### config.mk
export PLATFORM = sky130hd
export DESIGN_NAME = can_mcif_rd_channel
export DESIGN_NICKNAME = d
export VERILOG_FILES = /design/src/rtl/can_mcif_pkg.sv /design/src/rtl/can_mcif_addr_dec.sv /design/src/rtl/can_mcif_rd_channel.sv
export SDC_FILE = /design/constraint.sdc
export NUM_CORES = 1
export LEC_CHECK = 0
export ABC_AREA = 1
export CAP_MARGIN = 20
export CORE_ASPECT_RATIO = 1.4
export CORE_UTILIZATION = 46
export CTS_CLUSTER_DIAMETER = 80
export DETAILED_ROUTE_END_ITERATION = 8
export PLACE_DENSITY = 0.78
export SLEW_MARGIN = 20
export SYNTH_ARGS = -nofsm -noshare
export SYNTH_HDL_FRONTEND = slang
export SYNTH_HIERARCHICAL = 1
export SYNTH_SLANG_ARGS = --single-unit
### constraint.sdc
create_clock -name i_clk -period 2.63 [get_ports i_clk]
set_input_delay 0.263 -clock i_clk [delete_from_list [all_inputs] [get_ports i_clk]]
set_output_delay 0.263 -clock i_clk [all_outputs]
set_load 0.05 [all_outputs]
### src/rtl/can_mcif_pkg.sv
// can_mcif_pkg: shared types and constants for the CAN microcontroller interface channels
package can_mcif_pkg;
  typedef enum logic [1:0] {IDLE, WAIT_ACK, RESP} rd_state_e;
  typedef enum logic [1:0] {RD_OK = 2'b00, RD_DECERR = 2'b01, RD_TIMEOUT = 2'b10} rd_status_e;
  localparam logic [63:0] CAN_RD_VALID_MAP = 64'h0000_0001_FFF0_01FF;
endpackage

### src/rtl/can_mcif_addr_dec.sv
// can_mcif_addr_dec: address to one-hot select plus readable/read-to-clear lookup
module can_mcif_addr_dec #(
  parameter int ADDR_W = 6,
  parameter logic [(1<<ADDR_W)-1:0] VALID_MAP = '1,
  parameter logic [(1<<ADDR_W)-1:0] RC_MAP = '0
) (
  input  logic [ADDR_W-1:0]      i_addr,
  output logic [(1<<ADDR_W)-1:0] o_onehot,
  output logic                   o_valid,
  output logic                   o_rc
);
  localparam int N = 1 << ADDR_W;
  assign o_onehot = N'(1) << i_addr;
  assign o_valid  = VALID_MAP[i_addr];
  assign o_rc     = RC_MAP[i_addr];
endmodule

### src/rtl/can_mcif_rd_channel.sv
// can_mcif_rd_channel: registered read channel with address check, bank ack timeout and read-to-clear strobe
module can_mcif_rd_channel
  import can_mcif_pkg::*;
#(
  parameter int ADDR_W = 6,
  parameter int DATA_W = 32,
  parameter logic [(1<<ADDR_W)-1:0] VALID_MAP = CAN_RD_VALID_MAP,
  parameter logic [(1<<ADDR_W)-1:0] RC_MAP = '0,
  parameter int ACK_TIMEOUT = 15
) (
  input  logic                   i_clk,
  input  logic                   i_reset,
  input  logic                   i_rd_en,
  input  logic                   i_rd_req,
  input  logic [ADDR_W-1:0]      i_addr,
  output logic                   o_rd_ready,
  output logic [(1<<ADDR_W)-1:0] o_reg_sel,
  input  logic                   i_ack,
  input  logic [DATA_W-1:0]      i_reg_r_data,
  output logic                   o_rd_valid,
  output logic [DATA_W-1:0]      o_rd_data,
  output logic [1:0]             o_rd_status,
  output logic [(1<<ADDR_W)-1:0] o_rc_strobe
);
  localparam int N = 1 << ADDR_W;
  localparam int CW = ACK_TIMEOUT == 0 ? 1 : $clog2(ACK_TIMEOUT + 1);
  localparam logic [CW-1:0] TMAX = CW'(ACK_TIMEOUT == 0 ? 0 : ACK_TIMEOUT - 1);
  localparam logic [CW-1:0] CMAX = '1;
  rd_state_e r_state, w_state;
  rd_status_e r_status, w_status;
  logic [ADDR_W-1:0] r_addr, w_addr, w_dec_addr;
  logic [CW-1:0] r_cnt, w_cnt;
  logic [N-1:0] r_reg_sel, w_reg_sel, r_rc_strobe, w_rc_strobe, w_sel;
  logic [DATA_W-1:0] r_data, w_data;
  logic r_valid, w_valid, w_map_valid, w_map_rc;
  // one decoder serves both the incoming address (IDLE) and the latched one
  assign w_dec_addr = r_state == IDLE ? i_addr : r_addr;
  can_mcif_addr_dec #(.ADDR_W(ADDR_W), .VALID_MAP(VALID_MAP), .RC_MAP(RC_MAP)) u_dec (
    .i_addr  (w_dec_addr),
    .o_onehot(w_sel),
    .o_valid (w_map_valid),
    .o_rc    (w_map_rc)
  );
  always_comb begin
    w_state = r_state;
    w_addr = r_addr;
    w_cnt = r_cnt;
    w_reg_sel = '0;
    w_valid = 1'b0;
    w_data = '0;
    w_status = RD_OK;
    w_rc_strobe = '0;
    unique case (r_state)
      IDLE: if (i_rd_req && i_rd_en) begin
        w_addr = i_addr;
        w_cnt = '0;
        w_state = w_map_valid ? WAIT_ACK : RESP;
        w_reg_sel = w_map_valid ? w_sel : '0;
        w_valid = !w_map_valid;
        w_status = w_map_valid ? RD_OK : RD_DECERR;
      end
      WAIT_ACK: begin
        w_cnt = r_cnt + CW'(r_cnt != CMAX);
        if (i_ack) begin
          w_state = RESP;
          w_valid = 1'b1;
          w_data = i_reg_r_data;
          w_rc_strobe = w_map_rc ? w_sel : '0;
        end else if (ACK_TIMEOUT != 0 && r_cnt == TMAX) begin
          w_state = RESP;
          w_valid = 1'b1;
          w_status = RD_TIMEOUT;
        end else w_reg_sel = w_sel;
      end
      default: w_state = IDLE;
    endcase
  end
  always_ff @(posedge i_clk) begin
    if (i_reset) begin
      r_state <= IDLE;
      r_addr <= '0;
      r_cnt <= '0;
      r_reg_sel <= '0;
      r_valid <= 1'b0;
      r_data <= '0;
      r_status <= RD_OK;
      r_rc_strobe <= '0;
    end else begin
      r_state <= w_state;
      r_addr <= w_addr;
      r_cnt <= w_cnt;
      r_reg_sel <= w_reg_sel;
      r_valid <= w_valid;
      r_data <= w_data;
      r_status <= w_status;
      r_rc_strobe <= w_rc_strobe;
    end
  end
  assign o_rd_ready = r_state == IDLE;
  assign o_reg_sel = r_reg_sel;
  assign o_rd_valid = r_valid;
  assign o_rd_data = r_data;
  assign o_rd_status = r_status;
  assign o_rc_strobe = r_rc_strobe;
endmodule

Word level (Yosys, flattened, before mapping) --
Memory sizes are Yosys's and may differ from the RTL's. Cells that the tools add are included.
Operators by class: equality and inequality tests 5, magnitude comparators 1, bitwise logic cells 3, muxes and demuxes 24, add/subtract/negate cells 1, reduce and logical (&&, ||, !) cells 9, shifts and indexed selects 1
Operators by type and width (number):
- 64-bit two-way mux | 4
- 64-bit one-hot mux with 2 select lines | 1
- 1-bit by 6-bit << shifter with 64-bit output (first input constant) | 1
- 2-bit two-way mux | 6
- 2-bit one-hot mux with 2 select lines | 2
- 4-bit one-hot mux with 2 select lines | 1
- 6-bit by 7-bit < comparator with 1-bit output (second input constant) | 1
- 1-bit two-way mux | 7
- 6-bit two-way mux | 1
- 2-bit AND reduction | 3
- 4-bit by 1-bit adder with 4-bit output | 1
- 4-bit equality test (second input constant) | 1
- 4-bit two-way mux | 1
- 4-bit inequality test (second input constant) | 1
- 4-bit OR reduction | 1
- 3-bit inequality test (second input constant) | 1
- 1-bit inverter | 3
- 3-bit OR reduction | 1
- 2-bit by 1-bit equality test with 1-bit output (second input constant) | 1
- 2-bit logical NOT | 1
- 2-bit by 1-bit inequality test with 1-bit output (second input constant) | 1
- 1-bit one-hot mux with 2 select lines | 1
- 2-bit nonzero test | 1
- 1-bit logical AND | 1
- 1-bit logical NOT | 1
Word-level totals: input bits 43, bits in read-only memories 128, register bits 175, memories 2, output and inout port bits 164
Memories:
- (no name shown) | words 64, width 1, read ports 1, clocked after Yosys merged registers in 0, write ports 0, RTL line can_mcif_addr_dec.sv:14 | assign o_valid = VALID_MAP[i_addr];
- (no name shown) | words 64, width 1, read ports 1, clocked after Yosys merged registers in 0, write ports 0, RTL line can_mcif_addr_dec.sv:15 | assign o_rc = RC_MAP[i_addr];

Logic depth before layout (Yosys ltp) --
depth after elaboration 7, gate-level depth with buffers 14, mapped depth without buffers 11

Modules after synthesis --
The synthesis kept the hierarchy.
By module, submodules not included:
- can_mcif_rd_channel | cells an instance 606, area an instance 5352.6 um^2, sequential area each 3503.4 um^2, times used 1
- can_mcif_addr_dec | cells an instance 139, area an instance 673.1 um^2, sequential area each 0.0 um^2, times used 1

Worst setup path before layout --
Ideal clock, no wire load.
kind register to register, from register r_state[1], to register r_state[0], required time 2.500 ns, clock period less this slack 2.676 ns, setup slack -0.046 ns, cell stages (with the launch flop) 14, arrival time 2.545 ns, cells stage by stage dfxtp_1 nor2_4 clkbuf_1 o21ai_0 inv_2 buf_6 nor2_8 nand2_1 nand2_1 nand2_1 nand3_1 buf_2 buf_2 a21oi_1
On the way: cells in the longest elaborated chain, start to end 7, elaborated cells on any way between the ends 11
Ends and longest elaborated chain:
- start: declaration | RTL line can_mcif_rd_channel.sv:29 | rd_state_e r_state, w_state;
- start signal: assignment | RTL line can_mcif_rd_channel.sv:89 | r_state <= w_state;
- 2-bit logical NOT
- named net o_rd_ready | RTL line can_mcif_rd_channel.sv:16 | output logic o_rd_ready,
- 6-bit two-way mux | RTL line can_mcif_rd_channel.sv:37 | assign w_dec_addr = r_state == IDLE ? i_addr : r_addr;
- named net w_dec_addr[3] | RTL line can_mcif_rd_channel.sv:31 | logic [ADDR_W-1:0] r_addr, w_addr, w_dec_addr;
- memory read 64 x 1 bit
- 1-bit two-way mux (implied by the code) | RTL line can_mcif_addr_dec.sv:14
- named net w_map_valid | RTL line can_mcif_rd_channel.sv:35 | logic r_valid, w_valid, w_map_valid, w_map_rc;
- 2-bit two-way mux | RTL line can_mcif_rd_channel.sv:57 | w_state = w_map_valid ? WAIT_ACK : RESP;
- 2-bit two-way mux | RTL line can_mcif_rd_channel.sv:54 | IDLE: if (i_rd_req && i_rd_en) begin
- 2-bit one-hot mux with 2 select lines | RTL line can_mcif_rd_channel.sv:53 | unique case (r_state)
The timed path passes the listed nets, and every way through them passes these cells. The select of a mux whose other input is x is not followed. A chain may end at the register's enable or synchronous reset.

Worst setup path after layout --
from register r_state[0], to register r_reg_sel[29] (netlist: o_reg_sel[29])
On the way: elaborated cells on any way between the ends 11
RTL lines:
- 2-bit logical NOT * | RTL line can_mcif_rd_channel.sv:37
- 6-bit two-way mux * | RTL line can_mcif_rd_channel.sv:37
- named net w_dec_addr[0] | RTL line can_mcif_rd_channel.sv:31
- 1-bit by 6-bit << shifter with 64-bit output * | RTL line can_mcif_addr_dec.sv:13 | assign o_onehot = N'(1) << i_addr;
- named net w_sel[29] | RTL line can_mcif_rd_channel.sv:33 | logic [N-1:0] r_reg_sel, w_reg_sel, r_rc_strobe, w_rc_strobe, w_sel;
- 64-bit two-way mux, on equally long branches | RTL line can_mcif_rd_channel.sv:69, can_mcif_rd_channel.sv:58
- 64-bit two-way mux, on equally long branches | RTL line can_mcif_rd_channel.sv:64, can_mcif_rd_channel.sv:54
- 64-bit one-hot mux with 2 select lines * | RTL line can_mcif_rd_channel.sv:53
- end signal: assignment | RTL line can_mcif_rd_channel.sv:92 | r_reg_sel <= w_reg_sel;
- end: declaration | RTL line can_mcif_rd_channel.sv:33
Mark *: on every way through the listed nets, which the timed path passes. The rest lies on a longest branch. The select of a mux whose other input is x is not followed.

==> impl_metrics.env <==
export IMPL_synth_common_cells="175 x dfxtp_1, 151 x nor2_1, 115 x inv_1, 109 x nand2_1, 76 x a21oi_1"
export IMPL_peakVddDrop_mv=0.379
export IMPL_initial_core_util=0.470
export IMPL_globalRouteTotalUtil=0.233
export IMPL_drv_slew=65
export IMPL_cp_arrival_ns=2.65
export IMPL_finalHoldViolations=0
export IMPL_setup_viol=0
export IMPL_fillers=1017
export IMPL_hold_start="i_reg_r_data[17]"
export IMPL_met1_length_um=6170
export IMPL_leakage_nw=3.28
export IMPL_crit_path_max_fanout=15
export IMPL_post_dp_hpwl_um=11400
export IMPL_reg2regPathDepth=8
export IMPL_synth_area_leaders="dfxtp_1 58%, nor2_1 9.4%, inv_1 7.2%, nand2_1 6.8%, a21oi_1 6.3%"
export IMPL_synth_most_common_cell="dfxtp_1"
export IMPL_path_clk_slew_ns=0.06
export IMPL_synthCells=745
export IMPL_max_freq_ghz=0.433
export IMPL_wirelength_um=15800
export IMPL_synth_distinct_cells=27
export IMPL_via_count=5205
export IMPL_tns_ns=0
export IMPL_synth_warnings=6
export IMPL_cts_sinks=175
export IMPL_routedWlPerCell_um=14.3
export IMPL_cts_made_buffers=17
export IMPL_grt_pass1_vias=4711
export IMPL_rsz0062_at_grt="false"
export IMPL_ys_ff_latch=175
export IMPL_critical_path_class="flip-flop to flip-flop"
export IMPL_area_delta_synth_final_pct=45.6
export IMPL_wl_met3_um=942
export IMPL_final_antenna_net_count=0
export IMPL_drt_first_iter_violations=340
export IMPL_hold_path_end="o_rd_data[17]"
export IMPL_maxSlewHeadroom=-0.102
export IMPL_synth_top_area_cell="dfxtp_1"
export IMPL_r2r_start="r_state[0]"
export IMPL_yosys_area_top_type_share=0.581
export IMPL_clk_latency_ns=0.41
export IMPL_cts_hold_fix_buffers=0
export IMPL_syn_num_nets=790
export IMPL_drtPass1Iterations=5
export IMPL_cts_resized_gates=0
export IMPL_r2r_end="o_reg_sel[29]"
export IMPL_postSynth_asyncResetShare=0
export IMPL_avgSynthCellArea_sq_um=8.09
export IMPL_dieArea_sq_um=13600
export IMPL_grt_pass1_wl_um=24000
export IMPL_dpl_cell_area_sq_um=8170
export IMPL_hp_class="input port to flip-flop"
export IMPL_placement_io_buffers=206
export IMPL_grt_ovfl_total=0
export IMPL_clockBufferDepth=2
export IMPL_pin_count=207
export IMPL_run_status="finished with violations"
export IMPL_syn_area_sq_um=6030
export IMPL_grt_max_degree=65
export IMPL_dr_wl_met2_um=8220
export IMPL_cts_tree="done"
export IMPL_top_layer="met4"
export IMPL_crit_required_ns=2.97
export IMPL_place_gp_congestion=0.890
export IMPL_finClkSkew_ns=0.0109
export IMPL_period_needed_ns=2.31
export IMPL_core_rowCount=49
export IMPL_regArea_sq_um=3500
export IMPL_n_antenna_cell=0
export IMPL_worstMarginPinSlew_ns=1.65
export IMPL_postCtsSetupRepairBufs=0
export IMPL_violations="max-slew violations"
export IMPL_antenna_found_initial=0
export IMPL_htreeDepth=4
export IMPL_ys_flop_type="dfxtp_1"
export IMPL_synth_edf_count=0
export IMPL_min_path_cells=3
export IMPL_core_area_sq_um=12800
export IMPL_multiInputGateArea_sq_um=1830
export IMPL_finalCritPeriodShare=0.879
export IMPL_nets=983
export IMPL_rrSetupSlack_ns=0.32
export IMPL_drv_cap=0
export IMPL_drive_gt1_frac=0.0768
export IMPL_vias_per_cell=4.71
export IMPL_die_h_um=137
export IMPL_root_buffer="clkbuf_16"
export IMPL_worstSetupStartpointType="flip-flop"
export IMPL_die_w_um=98.7
export IMPL_power_density_nw_per_um2=643
export IMPL_drc=0
export IMPL_seq_area_frac_synth=0.581
export IMPL_final_area_sq_um=8770
export IMPL_end_kind="flip-flop"
## registers in the layout, summed over array words and instances, names as in the netlist
name	flops
r_addr	6
o_rc_strobe	64
r_cnt	4
o_rd_status	2
o_reg_sel	64
o_rd_valid	1
o_rd_data	32
r_state	2
## metrics by stage
stage	total power, W	utilization	std cells	worst slack [ns]	hold WS (ns)
after CTS	0.00568	0.685	1104	0.385	0.352
after detailed placement	0.00320	0.638	1072	0.344	0.442
after floorplan	0.00305	-	745	0.239	0.375
after global routing	0.00585	0.685	1104	0.170	0.362
after global placement	0.00320	0.638	1072	0.397	0.436
final	0.00564	0.685	1104	0.318	0.367
## power breakdown
part	internal [W]	switching, W	leakage, nW
Clock	0.00148	0.00101	0.283
Combinational	0.000152	0.000318	1.58
Sequential	0.00267	0.00000728	1.41
## critical path, cell delays in order (launching register included)
cell and delay, ns:
dfxtp_1 0.45, nor2_4 0.12, o21ai_0 0.60, nand2_1 0.26, inv_2 0.15, nand2_1 0.16
nor3_1 0.29, nand2_1 0.09, a21oi_1 0.12
## kinds of logic after synthesis
kind of cell / Yosys count / synth area share
buffers and inverters: 167 / 0.116
AOI/OAI and AO/OA: 90 / 0.0752
other: 1 / 0.000622
adders and majority gates: 2 / 0.00415
xor gates and xnor gates: 1 / 0.00145
and+or+nand+nor: 309 / 0.221
DFF: 175 / 0.581
## per-layer routing
layer,GRT usage,vias up
met5,0,-
met4,0.114,0
met3,0.0589,27
met2,0.417,203
met1,0.257,2352
li1,-,2623
## layout by cell type, fill, tap and decap left out, types with 4 or more instances in the layout
cell type,synthesis,final
nand3_1,16,15
clkdlybuf4s50_1,0,206
nand2_1,109,109
a21oi_1,76,76
nor3_1,10,10
nor3_2,6,6
clkbuf_16,0,17
buf_4,2,10
clkinvlp_4,0,4
inv_1,115,115
o21ai_0,12,9
inv_2,6,6
nor2_1,151,151
dfxtp_1,175,175
nor2_4,3,4
## worst max-delay path by stage
stage | start | end | slack (ns) | cells after the start
after floorplan | r_state[1] | r_state[0] | 0.24 | 13
after global routing | r_state[0] | o_reg_sel[0] | 0.17 | 10
final | r_state[0] | o_reg_sel[29] | 0.32 | 8
after detailed placement | i_addr[0] | o_reg_sel[62] | 0.34 | 11
after global placement | i_addr[0] | r_state[0] | 0.40 | 11
after CTS | r_state[0] | o_reg_sel[7] | 0.39 | 10
## layout make-up
type                       count  area share
sequential                   175       0.399
clock buffer                  21      0.0536
timing repair buffer         218       0.248
multi-input combinational    403       0.209
inverter                     123      0.0532
tap                          153      0.0218
clock inverter                11      0.0148
Power figures use the tool's default switching activity.
